### config.mk
export PLATFORM = sky130hd
export DESIGN_NAME = gpsreceiver2_capture_flat
export DESIGN_NICKNAME = d
export VERILOG_FILES = /design/src/rtl/gpsreceiver2_capture_if.sv /design/src/rtl/gpsreceiver2_capture.sv /design/src/flat_wrapper.sv
export SDC_FILE = /design/constraint.sdc
export NUM_CORES = 1
export LEC_CHECK = 0
export CAP_MARGIN = 20
export CORE_UTILIZATION = 50
export DETAILED_ROUTE_END_ITERATION = 7
export HOLD_SLACK_MARGIN = 0.08
export PLACE_DENSITY_LB_ADDON = 0.25
export RECOVER_POWER = 25
export SLEW_MARGIN = 30
export SYNTH_ARGS = -nofsm -noshare
export SYNTH_HDL_FRONTEND = slang
export SYNTH_SLANG_ARGS = --single-unit
### constraint.sdc
create_clock -name rxb0_clk -period 4.75 [get_ports rxb0_clk]
set_input_delay 0.475 -clock rxb0_clk [delete_from_list [all_inputs] [get_ports rxb0_clk]]
set_output_delay 0.475 -clock rxb0_clk [all_outputs]
set_load 0.01 [all_outputs]
### src/rtl/gpsreceiver2_capture_if.sv
// Signal bundle between the front-end/control side and the capture sequencer.
// The master drives samples and control requests; the slave returns buffer writes and status.
interface gpsreceiver2_capture_if;
    logic        sample_en;
    logic        sample_sign;
    logic        sample_mag;
    logic        pps;
    logic        r_start;
    logic        r_abort;
    logic        r_trig_mode;
    logic [10:0] r_length;
    logic        rxb0_we;
    logic [10:0] rxb0_adr;
    logic [31:0] rxb0_dat;
    logic [10:0] rx_count;
    logic        r_busy;
    logic        r_done;
    logic        irq;

    modport master (
        output sample_en, sample_sign, sample_mag, pps,
        output r_start, r_abort, r_trig_mode, r_length,
        input  rxb0_we, rxb0_adr, rxb0_dat, rx_count, r_busy, r_done, irq
    );

    modport slave (
        input  sample_en, sample_sign, sample_mag, pps,
        input  r_start, r_abort, r_trig_mode, r_length,
        output rxb0_we, rxb0_adr, rxb0_dat, rx_count, r_busy, r_done, irq
    );
endinterface

### src/rtl/gpsreceiver2_capture.sv
// GPS-SDR capture sequencer: packs 16 two-bit samples per 32-bit word into the receive buffer,
// with optional PPS-aligned start, abort, and completion status/interrupt.
module gpsreceiver2_capture (
    input logic                   rxb0_clk,
    input logic                   rxb0_rst_n,
    gpsreceiver2_capture_if.slave bus
);
    typedef enum logic [1:0] {IDLE, ARM, CAPTURE, DONE} state_t;

    state_t      state_q;
    logic        ppsPrev_q;
    logic [3:0]  slot_q;
    logic [31:0] pack_q;
    logic [10:0] wordIdx_q;
    logic [10:0] lastIdx_q;
    logic        we_q;
    logic [10:0] adr_q;
    logic [31:0] dat_q;
    logic [10:0] count_q;
    logic        busy_q;
    logic        done_q;
    logic        irq_q;

    logic [31:0] pack_d;
    logic        ppsRise;
    logic        startReq;
    logic        finalWrite;

    always_comb begin
        pack_d                  = pack_q;
        pack_d[{slot_q, 1'b1}]  = bus.sample_sign;
        pack_d[{slot_q, 1'b0}]  = bus.sample_mag;
        ppsRise                 = bus.pps & ~ppsPrev_q;
        startReq                = bus.r_start & ~bus.r_abort;
        finalWrite              = we_q && (adr_q == lastIdx_q);
    end

    // A length of 0 wraps to lastIdx 2047, which is exactly the 2048-word capture.
    always_ff @(posedge rxb0_clk) begin
        if (!rxb0_rst_n) begin
            state_q   <= IDLE;
            ppsPrev_q <= 1'b0;
            slot_q    <= 4'd0;
            pack_q    <= 32'd0;
            wordIdx_q <= 11'd0;
            lastIdx_q <= 11'd0;
            we_q      <= 1'b0;
            adr_q     <= 11'd0;
            dat_q     <= 32'd0;
            count_q   <= 11'd0;
            busy_q    <= 1'b0;
            done_q    <= 1'b0;
            irq_q     <= 1'b0;
        end else begin
            ppsPrev_q <= bus.pps;
            we_q      <= 1'b0;
            irq_q     <= 1'b0;
            if (we_q) begin
                wordIdx_q <= wordIdx_q + 11'd1;
                count_q   <= count_q + 11'd1;
            end
            case (state_q)
                IDLE, DONE: begin
                    if (startReq) begin
                        state_q   <= bus.r_trig_mode ? ARM : CAPTURE;
                        busy_q    <= 1'b1;
                        done_q    <= 1'b0;
                        count_q   <= 11'd0;
                        slot_q    <= 4'd0;
                        pack_q    <= 32'd0;
                        wordIdx_q <= 11'd0;
                        lastIdx_q <= bus.r_length - 11'd1;
                    end
                end
                ARM: begin
                    if (bus.r_abort) begin
                        state_q <= IDLE;
                        busy_q  <= 1'b0;
                    end else if (ppsRise) begin
                        state_q <= CAPTURE;
                    end
                end
                CAPTURE: begin
                    if (bus.r_abort) begin
                        state_q <= IDLE;
                        busy_q  <= 1'b0;
                        slot_q  <= 4'd0;
                    end else if (finalWrite) begin
                        state_q <= DONE;
                        busy_q  <= 1'b0;
                        done_q  <= 1'b1;
                        irq_q   <= 1'b1;
                    end else if (bus.sample_en) begin
                        // Slot 15 wraps to 0, so a strobe in the write cycle starts the next word.
                        pack_q <= pack_d;
                        slot_q <= slot_q + 4'd1;
                        if (slot_q == 4'd15) begin
                            we_q  <= 1'b1;
                            adr_q <= wordIdx_q;
                            dat_q <= pack_d;
                        end
                    end
                end
                default: state_q <= IDLE;
            endcase
        end
    end

    assign bus.rxb0_we  = we_q;
    assign bus.rxb0_adr = adr_q;
    assign bus.rxb0_dat = dat_q;
    assign bus.rx_count = count_q;
    assign bus.r_busy   = busy_q;
    assign bus.r_done   = done_q;
    assign bus.irq      = irq_q;
endmodule

### src/flat_wrapper.sv
// flat-port wrapper written by rule: the top's interface ports become plain ports
module gpsreceiver2_capture_flat 
  (rxb0_clk, rxb0_rst_n, bus_sample_en, bus_sample_sign, bus_sample_mag, bus_pps, bus_r_start, bus_r_abort, bus_r_trig_mode, bus_r_length, bus_rxb0_we, bus_rxb0_adr, bus_rxb0_dat, bus_rx_count, bus_r_busy, bus_r_done, bus_irq);
  gpsreceiver2_capture_if bus_i ();
  input logic rxb0_clk;
  input logic rxb0_rst_n;
  input wire logic [$bits(bus_i.sample_en)-1:0] bus_sample_en;
  input wire logic [$bits(bus_i.sample_sign)-1:0] bus_sample_sign;
  input wire logic [$bits(bus_i.sample_mag)-1:0] bus_sample_mag;
  input wire logic [$bits(bus_i.pps)-1:0] bus_pps;
  input wire logic [$bits(bus_i.r_start)-1:0] bus_r_start;
  input wire logic [$bits(bus_i.r_abort)-1:0] bus_r_abort;
  input wire logic [$bits(bus_i.r_trig_mode)-1:0] bus_r_trig_mode;
  input wire logic [$bits(bus_i.r_length)-1:0] bus_r_length;
  output wire logic [$bits(bus_i.rxb0_we)-1:0] bus_rxb0_we;
  output wire logic [$bits(bus_i.rxb0_adr)-1:0] bus_rxb0_adr;
  output wire logic [$bits(bus_i.rxb0_dat)-1:0] bus_rxb0_dat;
  output wire logic [$bits(bus_i.rx_count)-1:0] bus_rx_count;
  output wire logic [$bits(bus_i.r_busy)-1:0] bus_r_busy;
  output wire logic [$bits(bus_i.r_done)-1:0] bus_r_done;
  output wire logic [$bits(bus_i.irq)-1:0] bus_irq;
  assign bus_i.sample_en = bus_sample_en;
  assign bus_i.sample_sign = bus_sample_sign;
  assign bus_i.sample_mag = bus_sample_mag;
  assign bus_i.pps = bus_pps;
  assign bus_i.r_start = bus_r_start;
  assign bus_i.r_abort = bus_r_abort;
  assign bus_i.r_trig_mode = bus_r_trig_mode;
  assign bus_i.r_length = bus_r_length;
  assign bus_rxb0_we = bus_i.rxb0_we;
  assign bus_rxb0_adr = bus_i.rxb0_adr;
  assign bus_rxb0_dat = bus_i.rxb0_dat;
  assign bus_rx_count = bus_i.rx_count;
  assign bus_r_busy = bus_i.r_busy;
  assign bus_r_done = bus_i.r_done;
  assign bus_irq = bus_i.irq;
  gpsreceiver2_capture u_core (.rxb0_clk(rxb0_clk), .rxb0_rst_n(rxb0_rst_n), .bus(bus_i));
endmodule
Yosys cells after proc, flatten, opt, wreduce, memory -nomap -nowiden
Index checks and enable logic that the tools add are counted.

operators by class
  add/subtract/negate cells = 4
  order comparisons = 4
  equality and inequality tests = 15
  muxes and demuxes = 40
  bitwise logic cells = 8
  reduce and logical (&&, ||, !) cells = 15

operators by type and width
  kind                                                                                 number
  32-bit 2-to-1 mux                                                                    4
  11-bit 2-to-1 mux                                                                    6
  32-bit bitwise mux                                                                   2
  32-bit one-hot mux with 2 select lines                                               1
  11-bit by 1-bit adder with 11-bit output, second input constant                      2
  4-bit 2-to-1 mux                                                                     4
  5-bit by 6-bit less-than comparator with 1-bit output, second input constant         2
  2-bit 2-to-1 mux                                                                     6
  11-bit equality test                                                                 1
  1-bit 2-to-1 mux                                                                     11
  11-bit by 1-bit subtractor with 11-bit output, second input constant                 1
  5-bit by 1-bit greater-or-equal comparator with 1-bit output, second input constant  2
  5-bit AND reduction                                                                  2
  1-bit demux with 4-bit select                                                        2
  2-bit != test, second input constant                                                 4
  4-bit one-hot mux with 2 select lines                                                1
  4-bit AND reduction                                                                  2
  3-bit by 2-bit != test with 1-bit output, second input constant                      2
  3-bit != test, second input constant                                                 2
  1-bit inverter                                                                       6
  2-bit one-hot mux with 3 select lines                                                1
  3-bit AND reduction                                                                  2
  5-bit OR reduction                                                                   1
  4-bit by 1-bit adder with 4-bit output, second input constant                        1
  13 further kinds                                                                     18

word-level totals
  bits in registers = 119
  input port bits = 20
  word-level logic and storage cells = 99

Depth between registers and ports, before layout
Gate-level depths: netlist of the first run.

  depth after elaboration = 10
  gate-level depth with buffers = 10

Least setup slack after synthesis of the first run
No wires, ideal clock.

  kind = register -> register
  start = register u_core.state_q[0]
  end = register u_core.pack_q[27]
  data arrival time = 1.857 ns
  required time = 4.671 ns
  setup slack = 2.814 ns
  stages on the path, launching flop included = 9
  period minus slack after synthesis = 1.936 ns
  cell sequence = dfxtp_1 inv_1 ha_1 buf_2 nand2b_1 a21oi_2 clkbuf_1 a21oi_1 a211oi_2

between the ends
  cells in the longest elaborated chain, start to end = 4

ends and longest elaborated chain
  item                                                                                      line                        text
  start, declared                                                                           gpsreceiver2_capture.sv:10  state_t state_q;
  start signal, assigned                                                                    gpsreceiver2_capture.sv:65  state_q <= bus.r_trig_mode ? ARM : CAPTURE;
  2-bit equality test or 2-bit logical NOT (tied branches)                                  gpsreceiver2_capture.sv:62  case (state_q)
  2-bit OR reduction                                                                        gpsreceiver2_capture.sv:62
  2-bit by 1-bit != test with 1-bit output (no line) or 2-bit nonzero test (tied branches)  -
  5-bit AND reduction (no line)                                                             -
  end signal, assigned                                                                      gpsreceiver2_capture.sv:95  pack_q <= pack_d;
  end, declared                                                                             gpsreceiver2_capture.sv:13  logic [31:0] pack_q;

Several ways; a longest one is shown, not always the timed one.
A chain may end at the register's enable or synchronous reset.

==> metrics, run 1 <==
status finished, violations left; failing checks capacitance limit, slew limit; Hold Startpoint u_core.pack_q[0]; hold buffers post-CTS 0; Yosys top cell area share 0.437; Die X 106 um; setup TNS 0 ps; gp weighted congestion 0.833; r2r worst-path depth 4; Critical path buffers and inverters 2; post-route ant nets 0; vias in the first global route 4,472; Clock Sinks 117; port bufs 77; Mapped Area 5360 um^2; Slowest cell on crit path clkbuf_1; worst skew pair latency 520 ps; area delta synth->final 24.8%; core area 10,400 um^2; Post-synth EDFFs 0; fin crit period 3000 ps; Mapped Nets 600; Slew @ Worst Pin 1610 ps; CTS H-tree depth 4; final WL 12,400 um; CTS tree built; Post-Syn Area per Cell 9.38 um^2; initial core utilization 0.517; top post-synthesis cells by area dfxtp_1, a211oi_2, mux2i_1; Clk pin slew, worst setup/hold paths 60 ps; relative slew slack -0.0747; Final Max Slew Viols 38; Vias/cell 5.76; Die H 106 um; CP Launch Type primary input; #FFs+latches synth 117; Resized Gates After CTS 0; worst endpoint data arrival time 3420 ps; Crit path largest cell delay 1160 ps; CP cell instances dlygate4sd3_1 > clkbuf_1 > nand2_1 > a21oi_1; DRC viols 0; cell leakage power 2.42 nW; DIE AREA 11,100 um^2; Max Clk Rate 333 MHz; cell count after synthesis 571; worst-case clock skew 6.12 ps; first-pass GRT wire length 20,800 um; First DRT Iteration DRCs 166; Final Setup Violations 0; RSZ-0062 raised after global routing no; dpl hpwl 8110 um; Overflow after GRT 0; WP data required 5170 ps; initial antenna violation count 0; Post-synth top cells dfxtp_1, nor2_1, nand2_1, mux2i_1, a211oi_2; # IOs 78; antenna cells 0; layout cell share with drive strength beyond 1 0.120; Hold/Removal Path Class register to register; PD cells 404 nW/um^2; Vias 4,475; Layout Nets 657; clk buf depth 2; placed inst area 6110 um^2; Pre-antenna DRT Iters 5; max cap viols 1; Most used DFF post-synth dfxtp_1; GRT Total Usage 0.234; RR Endpoint u_core.pack_q[0]; final worst path period share 0.632; R2R Path Start u_core.bus.rxb0_we; type of the worst setup path primary input to register; final hold vios 0; Seq/Total Area, Yosys 0.437; clk root buf clkbuf_8; Worst setup EP type register; VDD IR max 0.238 mV; # rows 37; worst hold path depth 1; cell taking the most area after synthesis dfxtp_1; synthesis warning total 0; wire length per cell 15.9 um; cell with the most instances after synthesis dfxtp_1; reg2reg setup slack 2000 ps; maximum number of pins on one net before global-route repair 88; Critical Path Fanout Max 37; hold path endpoint u_core.pack_q[0]; final cell area excluding filler cells 6690 um^2; post-CTS setup buffer count 0; CP delay by family, top buffers and inverters; fraction of registers with async set/reset 0; Num CTS Buffers 17; Yosys cell types 49
## cells in the final DEF, fill, tap and decap left out, drive strengths merged, types with 4 or more instances in the layout
master / n
a211oi: 54
a21oi: 26
and2: 4
clkbuf: 19
clkdlybuf4s50: 46
clkinv: 5
clkinvlp: 7
dfxtp: 117
dlygate4sd3: 31
ha: 9
inv: 11
mux2i: 31
nand2: 41
nand2b: 5
nand3: 20
nand3b: 9
nand4: 17
nor2: 71
nor3: 6
nor4: 6
o21ai: 21
o2bb2ai: 13
or3: 5
xnor2: 22
xor2: 14
## state kept, by name, indices dropped and copies added (netlist names)
register,count
u_core.bus.irq,1
u_core.bus.r_busy,1
u_core.bus.r_done,1
u_core.bus.rx_count,11
u_core.bus.rxb0_adr,11
u_core.bus.rxb0_dat,32
u_core.bus.rxb0_we,1
u_core.lastIdx_q,11
u_core.pack_q,30
u_core.ppsPrev_q,1
u_core.slot_q,4
u_core.state_q,2
u_core.wordIdx_q,11
## layout make-up
class                   instances  area, um^2
multi-input cells             401        2770
repair buffers                 81         810
fillers                       856        3680
flip-flops and latches        117        2340
clock inverters                14         131
well taps                     136         170
clock buffers                  18         428
inverters                      10        40.0
## kinds of logic after synthesis
family,after synthesis,synth area share
fa+ha+maj,9,0.0210
xor+xnor,36,0.0645
flops,117,0.437
buf+inv,53,0.0488
simple gates,193,0.173
compound gates,132,0.197
mux,31,0.0579
## report_power, final
part           switching, mW  total [mW]  leakage, nW  internal (mW)
clock                  0.470        1.18        0.252          0.709
combinational          0.294       0.458         1.22          0.163
sequential            0.0349        1.07        0.946           1.03
total                  0.799        2.70         2.42           1.91
## layer usage
layer	vias to the layer above	GRT usage	wire (um)
li1	2159	-	-
met1	2188	0.278	5540
met2	110	0.414	6130
met3	18	0.0476	491
met4	0	0.0903	194
met5	-	0	0
## through the flow
stage / power (mW) / hold WS, ps / setup slack (ps) / cells / utilization
3_5_place_dp: 1.54 / 448 / 2050 / 744 / 0.589
6_report: 2.70 / 469 / 1750 / 777 / 0.645
4_1_cts: 2.71 / 467 / 2040 / 776 / 0.643
2_1_floorplan: 1.43 / 432 / 2810 / 571 / -
3_3_place_gp: 1.52 / 444 / 2100 / 744 / 0.589
5_1_grt: 2.81 / 484 / 1460 / 777 / 0.645
## worst max-delay path by stage
stage | from | slack (ps) | end | cells after the start
2_1_floorplan | u_core.state_q[0] | 2810 | u_core.pack_q[27] | 8
3_3_place_gp | bus_r_start | 2100 | u_core.pack_q[0] | 5
3_5_place_dp | bus_r_start | 2050 | u_core.pack_q[0] | 5
4_1_cts | u_core.bus.rxb0_we | 2040 | u_core.pack_q[0] | 4
5_1_grt | rxb0_rst_n | 1460 | u_core.bus.rx_count[9] | 4
6_report | rxb0_rst_n | 1750 | u_core.bus.rx_count[8] | 4
No activity file was read; power rests on OpenSTA's default activity.
==> run 2, diff against run 1 <==
==> constraint.sdc (replaced) <==
create_clock -name rxb0_clk -period 2.9 [get_ports rxb0_clk]
set_input_delay 0.29 -clock rxb0_clk [delete_from_list [all_inputs] [get_ports rxb0_clk]]
set_output_delay 0.29 -clock rxb0_clk [all_outputs]
set_load 0.01 [all_outputs]
==> metrics, run 2 (synthesized netlist as in run 1, its figures left out) <==
status finished clean; clk root buf clkbuf_8; Resized Gates After CTS 0; VDD IR max 0.398 mV; DIE AREA 11,100 um^2; R2R Path Start u_core.slot_q[0]; post-route ant nets 0; Tot Pwr 4.55 mW; type of the worst setup path register to register; DRC viols 0; Filler cells 894; RR Endpoint u_core.bus.rxb0_dat[29]; hold buffers post-CTS 0; fin crit period 2170 ps; setup TNS 0 ps; Overflow after GRT 0; PnR worst setup slack 728 ps; max cap viols 0; area occupied by multi-input gates 2770 um^2; first-pass GRT wire length 20,100 um; worst hold path depth 2; final cell area excluding filler cells 6760 um^2; commonest non-fill, non-tap cell in the layout dfxtp_1; port bufs 77; pre-CTS WS 587 ps; Pre-antenna DRT Iters 5; GRT Total Usage 0.225; Clk pin slew, worst setup/hold paths 50 ps; r2r worst-path depth 7; Clock Sinks 117; final WL 12,100 um; # IOs 78; placed inst area 6180 um^2; Die H 106 um; dpl hpwl 8340 um; Hold/Removal Path Class primary input to register; max reg flops 32; # rows 37; maximum number of pins on one net before global-route repair 48; Num CTS Buffers 17; Max Clk Rate 461 MHz; Slew @ Worst Pin 780 ps; Die X 106 um; relative slew slack 0.478; CTS H-tree depth 4; post-CTS setup buffer count 0; Vias 4,388; core area 10,400 um^2; Critical Path Fanout Max 36; area delta synth->final 26.2%; RSZ-0062 raised after global routing no; PD cells 673 nW/um^2; Hold Startpoint bus_pps; most frequent cells in the layout dfxtp_1, nor2_1, nand2_1, dlygate4sd3_1, clkdlybuf4s50_1; First DRT Iteration DRCs 206; gp weighted congestion 0.789; WP data required 3320 ps; layout cell share with drive strength beyond 1 0.125; worst skew pair latency 500 ps; vias in the first global route 4,401; final hold vios 0; final worst path period share 0.749; wire length per cell 15.5 um; initial core utilization 0.517; Vias/cell 5.60; Worst setup EP type register; worst endpoint data arrival time 2590 ps; Layout Nets 664; CP Launch Type register; antenna cells 0; hold path endpoint u_core.ppsPrev_q; initial antenna violation count 0; reg2reg setup slack 730 ps; Final Max Slew Viols 0; CTS tree built; Final Setup Violations 0; clk buf depth 2; FF/Latch Area 2340 um^2; cell leakage power 2.52 nW; worst-case clock skew 5.75 ps
## run 2: cell types whose count changed in the layout (fill, tap and decap cells not counted)
cell / previous run / this run
inv_6: 1 / 0
clkinvlp_4: 7 / 2
bufinv_16: 1 / 3
dlygate4sd3_1: 31 / 41
clkbuf_8: 2 / 3
clkbuf_1: 1 / 3
buf_4: 2 / 9
clkinv_2: 1 / 5
clkdlybuf4s50_1: 46 / 36
clkinv_4: 4 / 0
## run 2: metrics by stage
step	utilization	cells	hold slack (ps)
final	0.652	783	388
after global routing	0.652	783	395
after CTS	0.652	783	374
after detailed placement	0.596	752	448
after global placement	0.596	752	444
after floorplan	-	571	386
## run 2: worst max-delay path by stage
stage	start	endpoint	depth (start not counted)
6_report	u_core.slot_q[0]	u_core.bus.rxb0_dat[29]	7
2_1_floorplan	u_core.state_q[0]	u_core.pack_q[27]	8
3_3_place_gp	bus_r_abort	u_core.bus.rxb0_dat[2]	7
3_5_place_dp	bus_r_abort	u_core.bus.rxb0_dat[29]	7
5_1_grt	u_core.slot_q[0]	u_core.bus.rxb0_dat[3]	7
4_1_cts	u_core.state_q[0]	u_core.pack_q[3]	6
## run 2: layer usage
metal / global-route usage / part of all wire / vias up
met1: 0.267 / 0.44 / 2089
met4: 0.113 / 0.020 / 0
met5: 0 / 0 / -
met3: 0.0408 / 0.042 / 25
met2: 0.388 / 0.50 / 104
li1: - / - / 2170
## run 2: critical path, stage by stage, from the launching register on
cell	delay, ps
dfxtp_1	410
ha_1	320
nand3_1	110
nor2_1	210
o311a_4	480
buf_12	260
nor2_1	90
a211oi_2	190
## run 2: final cells by class
type                            count  share of cell area
Clock inverter                     10              0.0193
Timing Repair Buffer               88               0.128
Inverter                           10             0.00592
Multi-Input combinational cell    401               0.409
Clock buffer                       21              0.0665
Tap cell                          136              0.0252
Sequential cell                   117               0.347
## run 2: power by group
part | switching, mW | internal, mW
Sequential | 0.0568 | 1.69
Combinational | 0.478 | 0.277
Clock | 0.703 | 1.34
Total | 1.24 | 3.31
==> run 3, diff against run 2 <==
==> constraint.sdc (replaced) <==
create_clock -name rxb0_clk -period 2.05 [get_ports rxb0_clk]
set_input_delay 0.205 -clock rxb0_clk [delete_from_list [all_inputs] [get_ports rxb0_clk]]
set_output_delay 0.205 -clock rxb0_clk [all_outputs]
set_load 0.01 [all_outputs]
==> metrics, run 3 (synthesized netlist as in run 1, its figures left out) <==
type of the worst setup path register to register; Vias/cell 5.57; hold buffers post-CTS 0; Slew @ Worst Pin 655 ps; Die H 106 um; commonest non-fill, non-tap cell in the layout dfxtp_1; max reg flops 32; final worst path period share 0.957; Crit path largest cell delay 480 ps; Num CTS Buffers 17; gp weighted congestion 0.807; Clk pin slew, worst setup/hold paths 60 ps; final hold vios 0; CP cell instances xnor2_1 > nand4_1 > o31a_2 > a21oi_2 > buf_4 > o2bb2ai_1; post-layout util 0.675; DIE AREA 11,100 um^2; Final Max Slew Viols 0; status finished clean; pre-CTS WS 4.93 ps; Overflow after GRT 0; dpl hpwl 8730 um; placed inst area 6310 um^2; PnR worst setup slack 87.5 ps; worst skew pair latency 510 ps; clk buf depth 2; clk root buf clkbuf_8; Vias 4,480; maximum number of pins on one net before global-route repair 31; initial antenna violation count 0; RSZ-0062 raised after global routing no; Die X 106 um; final WL 12,800 um; worst-case clock skew 9.94 ps; CP delay by family, top compound AO/OA/AOI/OAI gates; Layout Nets 685; core area 10,400 um^2; max cap viols 0; FF/Latch Area 2340 um^2; Clock Sinks 117; final std cells w/o fill 805; port bufs 77; # IOs 78; relative slew slack 0.563; Tot Pwr 6.77 mW; most frequent cells in the layout dfxtp_1, nor2_1, clkdlybuf4s50_1, nand2_1; area occupied by multi-input gates 2770 um^2; initial core utilization 0.517; Critical Path Fanout Max 13; Min Hold Slack 305 ps; vias in the first global route 4,404; Max Clk Rate 510 MHz; Filler cells 788; CTS H-tree depth 4; antenna cells 0; # rows 37; GRT Total Usage 0.238; CTS tree built; Critical path buffers and inverters 1; wire length per cell 15.9 um; fin crit period 1960 ps; worst endpoint data arrival time 2390 ps; post-route ant nets 0; DRC viols 0; layout cell share with drive strength beyond 1 0.161; setup TNS 0 ps; area delta synth->final 30.6%; VDD IR max 0.551 mV; WP data required 2480 ps; Hold/Removal Path Class primary input to register; First DRT Iteration DRCs 200; cell leakage power 2.61 nW; Final Setup Violations 0; Slowest cell on crit path o31a_2; Pre-antenna DRT Iters 4; first-pass GRT wire length 21,000 um; PD cells 968 nW/um^2; Inst Count DP 768; Worst setup EP type register; CP Launch Type register; final cell area excluding filler cells 7000 um^2
==> run 3: changes by cell type in the layout (fill, tap and decap cells not counted), sizes merged <==
| cell | previous run | this run |
|---|---|---|
| dlygate4sd3 | 41 | 31 |
| clkdlybuf4s50 | 36 | 46 |
| bufinv | 3 | 4 |
| clkbuf | 22 | 20 |
| buf | 10 | 30 |
| inv | 10 | 11 |
| clkinvlp | 2 | 4 |
==> run 3: cell type report <==
cell class | instances | share of cell area
inverter | 10 | 0.00536
sequential | 117 | 0.335
tap | 136 | 0.0243
clock inverter | 14 | 0.0290
clock buffer | 18 | 0.0611
timing repair buffer | 109 | 0.149
multi-input combinational | 401 | 0.396
==> run 3: final timing paths <==
| kind | depth (start not counted) | slack [ps] | endpoint | from |
|---|---|---|---|---|
| worst min register to register | 1 | 460 | u_core.pack_q[28] | u_core.pack_q[28] |
| worst min-delay path | 2 | 300 | u_core.ppsPrev_q | bus_pps |
| worst max register to register | 6 | 90 | u_core.pack_q[22] | u_core.bus.rxb0_adr[10] |
| worst max-delay path | 6 | 90 | u_core.pack_q[22] | u_core.bus.rxb0_adr[10] |
==> run 3: report_power, final <==
group          switching, mW  internal [mW]  leakage, nW
registers             0.0815           2.39        0.946
logic                  0.707          0.468         1.37
clock network           1.11           2.02        0.294
==> run 3: what timing repair did <==
action / in CTS / in global routing
setup buffers: 0 / 5
gates resized for setup: 2 / 0
endpoints found under the setup margin: 13 / 25
gates cloned: 0 / 0
pin swaps: 0 / 3
==> run 3: per-layer routing <==
layer / vias up / share of wire / GRT usage / wire length [um]
met3: 13 / 0.039 / 0.0532 / 499
li1: 2218 / - / - / -
met2: 117 / 0.51 / 0.425 / 6510
met4: 0 / 0.012 / 0.0903 / 150
met1: 2132 / 0.44 / 0.277 / 5600
met5: - / 0 / 0 / 0
==> run 3: worst register-to-register path, delay by kind of cell, from the launching register on <==
| kind | cells | cell delay (ps) |
|---|---|---|
| AO/OA/AOI/OAI | 3 | 820 |
| XOR/XNOR | 1 | 280 |
| buffers and inverters | 1 | 230 |
| flip-flops | 1 | 340 |
| AND/OR/NAND/NOR | 1 | 210 |
==> variant: new RTL, flow settings as in run 3 <==
Encoding of `state_t`: now one-hot (4 bits for 4 states).
--- a/src/rtl/gpsreceiver2_capture.sv
+++ b/src/rtl/gpsreceiver2_capture.sv
@@ -5,7 +5,7 @@
     input logic                   rxb0_rst_n,
     gpsreceiver2_capture_if.slave bus
 );
-    typedef enum logic [1:0] {IDLE, ARM, CAPTURE, DONE} state_t;
+    typedef enum logic [3:0] {IDLE = 4'b0001, ARM = 4'b0010, CAPTURE = 4'b0100, DONE = 4'b1000} state_t;
 
     state_t      state_q;
     logic        ppsPrev_q;
Formal check against the unedited RTL: same outputs for any inputs over 4 cycles, from zero or initial values and one cycle with rxb0_rst_n low; so few cycles prove little.
==> variant against run 3 <==
Setup slack improved by 0.019 ns; design area fell by 0.25%; total power fell by 8.3%; global-route usage rose by 1.3 points; sequential cell count rose by 2; synthesized area rose by 2.4%; routed wire length rose by 6.9%; critical path type unchanged.
==> variant: results (changes against run 3) <==
Power
  – Internal: 4.46 mW (-8.6%)
  – Worst VDD drop: 461 uV (-16%)
  – Pwr/cell area: 890 mW/mm^2 (-8.0%)
  – P_leak: 2.59 nW (-0.83%)

Drt
  – M1 WL: 6320 um (+13%)
  – Detail Route met3 WL: 710 um (+42%)
  – First drt pass iteration count: 5 (+1)
  – Post-Route WL: 13,700 um (+6.9%)

Worst setup path
  – Reg-to-reg setup timing slack: 0.11 ns (+0.02 ns)
  – Worst endpoint data arrival time: 2.37 ns (-0.02 ns)
  – CP max FO: 16 (+3)
  – CP peak stage delay: 0.45 ns (-0.03 ns)

Finish
  – Layout cells sized above 1: 0.116 (-0.0456)
  – Layout clock buffers: 26 (+8)
  – Multi-input logic cell count: 426 (+6.2%)
  – Fillers: 860 (+9.1%)
  – Non-clk bufs: 114 (+4.6%)
  – Inverters: 9 (-1)
  – Sequential cell count: 119 (+1.7%)
  – Layout clock area frac: 0.0692 (-0.0209)

Logic synthesis
  – Cell variety after synth: 59 (+20%)
  – Seq/Total Area, Yosys: 0.434 (-0.00277)
  – XOR/XNOR Fraction of Synth Area: 0.0668 (+0.00239)
  – Ranking of synthesized cells by area: dfxtp_1 (43%), a211oi_1 (8.2%), mux2i_1 (5.8%)
  – Post-synthesis mux area share: 0.0687 (+0.0108)

Timing
  – Hold WS: 0.286 ns (-0.0186 ns)

Global routing
  – Met1 usage: 0.328 (+0.0509)
  – Total GRT Usage: 0.252 (+0.0134)
  – First-pass GRT wire length: 22,400 um (+6.8%)
  – GRT met3 Usage: 0.0657 (+0.0125)

Placed design
  – HPWL Detailed: 9170 um (+5.0%)
  – Dpl cell area: 0.00649 mm^2 (+2.9%)
  – Routability cong.: 0.835 (+3.5%)

Hold path
  – Hold EP: u_core.state_q[1]
  – Beginning of the worst hold path: bus_r_trig_mode
  – Hold path cells: 3 (+1)

Run status
  – Run status: finished, final reports clean
[variant: cell types whose count changed in the layout (fill, tap and decap cells not counted), sizes merged, moves of 8 or more]
cell,run 3,this run
a31oi,3,26
nor2,71,48
a21oi,26,47
nand2,41,62
o2bb2ai,13,0
o21ai,21,10
clkbuf,20,28
[variant: how the worst max path moves through the flow]
stage	cells past startpoint	slack (ns)	startpoint	endpoint
global placement	6	0.04	bus_r_length[2]	u_core.lastIdx_q[9]
finish	6	0.11	u_core.bus.rxb0_adr[3]	u_core.pack_q[14]
detailed placement	6	0.01	bus_r_length[2]	u_core.lastIdx_q[9]
floorplan	7	0.30	u_core.bus.rxb0_adr[5]	u_core.bus.rxb0_dat[5]
global route	6	0.02	u_core.bus.rxb0_adr[4]	u_core.state_q[2]
CTS	6	0.09	u_core.bus.rxb0_adr[5]	u_core.state_q[2]
